`src/rtl/fifo_pkg.sv`:
```
// fifo_pkg
//   Shared defaults and helpers for the parameterised FIFO.
//   DEFAULT_WIDTH / DEFAULT_DEPTH : default data width and entry count.
//   ptr_w(depth)                  : pointer width, index bits plus one wrap bit.
package fifo_pkg;

  localparam int DEFAULT_WIDTH = 32;
  localparam int DEFAULT_DEPTH = 32;

  // The extra MSB distinguishes full from empty when the index bits match,
  // so all DEPTH entries can be occupied.
  function automatic int ptr_w(input int depth);
    return $clog2(depth) + 1;
  endfunction

endpackage

```
`src/rtl/fifo_mem.sv`:
```
// fifo_mem
//   Simple dual-port storage: one synchronous write port, one synchronous
//   read port. Contents are never reset.
//   clk     : clock
//   wr_en   : write strobe, stores wr_data at wr_addr
//   wr_addr : write index
//   wr_data : write data
//   rd_en   : read strobe, loads rd_data from rd_addr
//   rd_addr : read index
//   rd_data : registered read data, holds when rd_en is low
module fifo_mem #(
  parameter int WIDTH = 32,
  parameter int DEPTH = 32,
  parameter int AW    = $clog2(DEPTH)
) (
  input  logic             clk,
  input  logic             wr_en,
  input  logic [AW-1:0]    wr_addr,
  input  logic [WIDTH-1:0] wr_data,
  input  logic             rd_en,
  input  logic [AW-1:0]    rd_addr,
  output logic [WIDTH-1:0] rd_data
);

  logic [WIDTH-1:0] mem [DEPTH];

  always_ff @(posedge clk) begin
    if (wr_en) begin
      mem[wr_addr] <= wr_data;
    end
  end

  // A same-address write and read return the old word, which is what the
  // FIFO needs when it is full and reads and writes in the same cycle.
  always_ff @(posedge clk) begin
    if (rd_en) begin
      rd_data <= mem[rd_addr];
    end
  end

endmodule

```
`src/rtl/param_fifo.sv`:
```
// param_fifo
//   Synchronous FIFO with occupancy count, almost-full/almost-empty flags and
//   sticky overflow/underflow error flags.
//   clk          : clock, rising edge
//   rst          : asynchronous reset, active low
//   wr_en        : write request
//   data_in      : write data
//   r_en         : read request
//   clr_err      : clears overflow/underflow (a same-cycle set wins)
//   out          : registered read data, one cycle after an accepted read
//   valid        : high for one cycle when out carries newly read data
//   full, empty  : occupancy flags, combinational from registered pointers
//   almost_full  : count >= AF_LEVEL
//   almost_empty : count <= AE_LEVEL
//   count        : occupancy, 0..DEPTH
//   overflow     : sticky, write requested while rejected
//   underflow    : sticky, read requested while empty
module param_fifo
  import fifo_pkg::*;
#(
  parameter int WIDTH    = DEFAULT_WIDTH,
  parameter int DEPTH    = DEFAULT_DEPTH,
  parameter int AF_LEVEL = DEPTH - 4,
  parameter int AE_LEVEL = 4
) (
  input  logic                      clk,
  input  logic                      rst,
  input  logic                      wr_en,
  input  logic [WIDTH-1:0]          data_in,
  input  logic                      r_en,
  input  logic                      clr_err,
  output logic [WIDTH-1:0]          out,
  output logic                      valid,
  output logic                      full,
  output logic                      empty,
  output logic                      almost_full,
  output logic                      almost_empty,
  output logic [ptr_w(DEPTH)-1:0]   count,
  output logic                      overflow,
  output logic                      underflow
);

  localparam int AW = $clog2(DEPTH);
  localparam int PW = ptr_w(DEPTH);

  localparam logic [PW-1:0] AF_L = PW'(AF_LEVEL);
  localparam logic [PW-1:0] AE_L = PW'(AE_LEVEL);

  logic [PW-1:0]    wr_ptr;
  logic [PW-1:0]    rd_ptr;
  logic [PW-1:0]    count_q;
  logic             wr_acc;
  logic             rd_acc;
  logic             vld_p1;
  logic             rd_seen;
  logic [WIDTH-1:0] rd_data_p1;

  assign empty = (wr_ptr == rd_ptr);
  assign full  = (wr_ptr[AW-1:0] == rd_ptr[AW-1:0]) && (wr_ptr[AW] != rd_ptr[AW]);

  // A write into a full FIFO is allowed when a read frees the head slot in
  // the same cycle. A write into an empty FIFO is never forwarded to a read.
  assign rd_acc = r_en && !empty;
  assign wr_acc = wr_en && (!full || rd_acc);

  assign almost_full  = (count_q >= AF_L);
  assign almost_empty = (count_q <= AE_L);
  assign count        = count_q;

  always_ff @(posedge clk or negedge rst) begin
    if (!rst) begin
      wr_ptr  <= '0;
      rd_ptr  <= '0;
      count_q <= '0;
    end else begin
      if (wr_acc) begin
        wr_ptr <= wr_ptr + PW'(1);
      end
      if (rd_acc) begin
        rd_ptr <= rd_ptr + PW'(1);
      end
      case ({wr_acc, rd_acc})
        2'b10:   count_q <= count_q + PW'(1);
        2'b01:   count_q <= count_q - PW'(1);
        default: count_q <= count_q;
      endcase
    end
  end

  always_ff @(posedge clk or negedge rst) begin
    if (!rst) begin
      overflow  <= 1'b0;
      underflow <= 1'b0;
    end else begin
      if (wr_en && !wr_acc) begin
        overflow <= 1'b1;
      end else if (clr_err) begin
        overflow <= 1'b0;
      end
      if (r_en && empty) begin
        underflow <= 1'b1;
      end else if (clr_err) begin
        underflow <= 1'b0;
      end
    end
  end

  fifo_mem #(
    .WIDTH (WIDTH),
    .DEPTH (DEPTH),
    .AW    (AW)
  ) u_mem (
    .clk     (clk),
    .wr_en   (wr_acc),
    .wr_addr (wr_ptr[AW-1:0]),
    .wr_data (data_in),
    .rd_en   (rd_acc),
    .rd_addr (rd_ptr[AW-1:0]),
    .rd_data (rd_data_p1)
  );

  // ---- stage p1: read data and its valid leave the storage ----
  // The storage read register has no reset, so out is forced to zero until
  // the first read after reset has loaded a real word. rd_data_p1 only
  // changes on an accepted read, which gives the hold behaviour for free.
  always_ff @(posedge clk or negedge rst) begin
    if (!rst) begin
      vld_p1  <= 1'b0;
      rd_seen <= 1'b0;
    end else begin
      vld_p1 <= rd_acc;
      if (rd_acc) begin
        rd_seen <= 1'b1;
      end
    end
  end

  assign valid = vld_p1;
  assign out   = rd_seen ? rd_data_p1 : '0;

endmodule

```
`config.mk`:
```
export PLATFORM = sky130hd
export DESIGN_NAME = param_fifo
export DESIGN_NICKNAME = d
export VERILOG_FILES = /design/src/rtl/fifo_pkg.sv /design/src/rtl/fifo_mem.sv /design/src/rtl/param_fifo.sv
export SDC_FILE = /design/constraint.sdc
export NUM_CORES = 1
export LEC_CHECK = 0
export ABC_CLOCK_PERIOD_IN_PS = 7690
export BUFFER_PORTS_ARGS = -buffer_cell sky130_fd_sc_hd__buf_2
export CAP_MARGIN = 10
export CORE_AREA = 2 2 209 366
export CTS_BUF_LIST = sky130_fd_sc_hd__clkbuf_8 sky130_fd_sc_hd__clkbuf_16
export CTS_CLUSTER_SIZE = 20
export DETAILED_ROUTE_END_ITERATION = 10
export DIE_AREA = 0 0 211 368
export PLACE_DENSITY = 0.73
export RECOVER_POWER = 100
export SETUP_SLACK_MARGIN = 0.4
export SLEW_MARGIN = 20
export SYNTH_ARGS = -nofsm -noshare
export SYNTH_HDL_FRONTEND = slang
export SYNTH_HIERARCHICAL = 1
export SYNTH_SLANG_ARGS = --single-unit
export TNS_END_PERCENT = 30
```
`constraint.sdc`:
```
create_clock -name clk -period 7.69 [get_ports clk]
set_input_delay 1.1535 -clock clk [delete_from_list [all_inputs] [get_ports clk]]
set_output_delay 1.1535 -clock clk [all_outputs]
set_load 0.03 [all_outputs]
```
==> impl_metrics.ini <==
[clock_network]
cts_inserted_buffers = 88
clockRootBuffer = clkbuf_16
clock-sinks = 1078
cts_tree = done
ctsLongestPathBuffers = 3
clock_latency_ns = 0.66
postCtsSetupRepairBufs = 0
ctsHoldBuffers = 0
post_cts_resized = 0
htree_levels = 3
cts.clk_slew.worst_paths_ns = 0.06

[worst_hold_path]
hold_start = underflow
hold_depth = 1
min_path_type = flop to flop
whs_endpoint = underflow

[cells_and_area]
fillers = 5081
nNetsFinal = 2541
final_area_mm2 = 0.0470
drive_gt1_share_pct = 9.47
final_common_cell = edfxtp_1
syn_to_final_growth_pct = 11.2
final_cell_mix = 1056 x edfxtp_1, 513 x mux2i_1, 105 x nand2_1, 103 x nand3_1, 99 x a21oi_1

[status]
violations = capacitance limit, slew limit
status = complete, but fails checks

[setup_path]
r2r_start = rd_ptr[0]
reg2regPathDepth = 6
critPathBufInv = 2
path_cells = buf_12 -> clkbuf_2 -> mux2i_1 -> a22oi_1 -> a31oi_1 -> nand3_1
worst_ep_arrival_time_ns = 6.23
start_kind = flop
crit_type = flop to flop
critPathSlowestCell = dfrtp_1
end_kind = flop
cpPeakStageDelay_ns = 2.16
r2r_setup_slack_ns = 1.84
r2r_end = u_mem/rd_data[14]
cp.required_ns = 8.07
critPathTopFamily = flip-flops
crit_fanout = 134

[global_route]
grt_remaining_overflow = 0
grt_usage_pct = 27.0
grt_pass1_vias = 22900
grt_max_degree = 135
antenna_found_initial = 2
grt_first_pass_wirelength_um = 150000

[route]
antenna_left = 0
vias = 22400
wirelength_um = 104000
wire_per_inst_um = 29.6
drcViolationCount = 0
vias_per_cell = 6.38
first_iter_violations = 2236
dr.pass1.iters = 5

[power_and_ir_drop]
p_sw_w = 0.00570
power_frac_seq_pct = 42.4
p_per_area_mw_per_mm2 = 368
p_leak_nw = 16.3
switching_share_pct = 33.0
ir_worst_vdd_mv = 0.336
p_clk_share_pct = 27.1
p_int_w = 0.0116
pwr-share-comb_pct = 30.5

[synthesis]
syn_area_mm2 = 0.0423
ys_ff_latch = 1078
yosysSeqAreaShare_pct = 76.3
postSynth.asyncResetShare_pct = 2.04
yosys_warnings = 6
synthFlopType = edfxtp_1
synth-edff-count = 1056
ys_types = 49
syn-num-nets = 2447
postSynthAreaPerCell_um2 = 17.6
netlist_instances = 2403

[floorplanning]
die_w_um = 211
initial_core_util_pct = 56.6
core_mm2 = 0.0747
die_height_um = 368
num_io_pins = 82
rows = 133
dieArea_mm2 = 0.0776

[timing]
clock_skew_ns = 0.0131
relSlewSlack_pct = -78.1
fin_crit_ns = 5.85
rsz0062_at_grt = no
final.setup.tns_ns = 0
hold_violations = 0
setup_viol = 0
tightest_slew_ns = 2.67
maxSlewViolCount = 195
post-route-worst-setup-slack_ns = 1.84
min_period_over_period_pct = 76.1
clock.fmax_ghz = 0.171

[placement]
hpwl_um = 60300
gp_congestion = 0.812
placed_cell_area_mm2 = 0.0442
pre_cts_ws_ns = 3.15
port_buffers = 81

[run]
max-cap-violations = 5
## cells by family after synthesis
family	after synthesis	synth area share, %
flip-flops	1078	76.3
AND/OR/NAND/NOR	340	3.88
multiplexers	517	12.3
buffers and inverters	138	1.89
XOR/XNOR	20	0.432
AO/OA/AOI/OAI	303	4.98
adder cells (fa/ha/maj)	7	0.225
## worst register-to-register path: cells and delay by family, from the launching register on
family,cells,cell delay [ns]
and+or+nand+nor,1,0.16
DFF,1,2.16
buffers and inverters,2,2.26
AOI/OAI and AO/OA,2,0.67
muxes,1,0.32
## layer usage
metal / wire, µm / global-route usage (%)
met4: 5170 / 12.9
met2: 54800 / 48.0
met5: 0 / 0
met3: 7750 / 4.90
met1: 36200 / 31.7
## worst max path at each step
| stage | startpoint | end | slack, ns | cells past startpoint |
|---|---|---|---|---|
| floorplan | r_en | u_mem/mem[28][0] | 3.85 | 5 |
| global placement | rd_ptr[0] | u_mem/rd_data[22] | 3.22 | 8 |
| detailed placement | rd_ptr[0] | u_mem/rd_data[18] | 3.15 | 8 |
| CTS | rd_ptr[0] | u_mem/rd_data[18] | 3.11 | 8 |
| global route | rd_ptr[0] | u_mem/mem[15][8] | 1.49 | 8 |
| finish | rd_ptr[0] | u_mem/rd_data[14] | 1.84 | 6 |
## sequential cells by signal, indices dropped and copies added (netlist names)
signal,cells
u_mem/rd_data,32
overflow,1
underflow,1
count,6
wr_ptr,6
u_mem/mem,1024
rd_ptr,6
rd_seen,1
valid,1
## per-stage QoR
step                total power [W]  cells  hold WS [ns]  util (%)
CTS                          0.0173   3511         0.440      63.1
global placement             0.0125   3334         0.505      58.5
global route                 0.0179   3511         0.528      62.9
detailed placement           0.0127   3352         0.503      59.1
finish                       0.0173   3513         0.520      62.9
floorplan                    0.0110   2403         0.492         -
## layout make-up
type	count	area (µm²)	area share, %
Sequential cell	1078	32300	68.6
Tap cell	945	1180	2.52
Timing Repair Buffer	134	1110	2.37
Antenna cell	2	5.00	0.0106
Multi-Input combinational cell	1187	9390	20.0
Clock buffer	92	2300	4.90
Inverter	8	35.0	0.0745
Clock inverter	67	712	1.51
## cells in the mapped netlist (all sizes together) (2+ instances only)
library cell | n | area share [%]
nand2b | 3 | 0.062
xor2 | 2 | 0.041
nand2 | 106 | 0.94
buf | 79 | 1.3
a22oi | 96 | 1.7
or3b | 3 | 0.062
and2 | 33 | 0.49
nand4 | 4 | 0.059
ha | 6 | 0.18
nor2 | 37 | 0.33
nand3 | 104 | 1.3
and3 | 2 | 0.030
xnor2 | 18 | 0.39
a31oi | 32 | 0.47
dfrtp | 22 | 1.3
a22o | 66 | 1.4
o21ai | 3 | 0.062
a211oi | 2 | 0.036
nor3 | 33 | 0.39
inv | 8 | 0.083
a21oi | 99 | 1.2
mux2 | 4 | 0.13
a21o | 2 | 0.036
nor2b | 2 | 0.030
nand3b | 6 | 0.11
edfxtp | 1056 | 75
clkbuf | 51 | 0.47
mux2i | 513 | 12
## power groups by stage
stage	registers (W)	logic, W	clock network [W]
after floorplan	0.00732	0.00368	0
after global placement	0.00742	0.00513	0
after detailed placement	0.00744	0.00524	0
after CTS	0.00731	0.00527	0.00473
after global routing	0.00736	0.00556	0.00494
final	0.00732	0.00528	0.00468
Note: power is estimated with default switching activity, not from simulation.
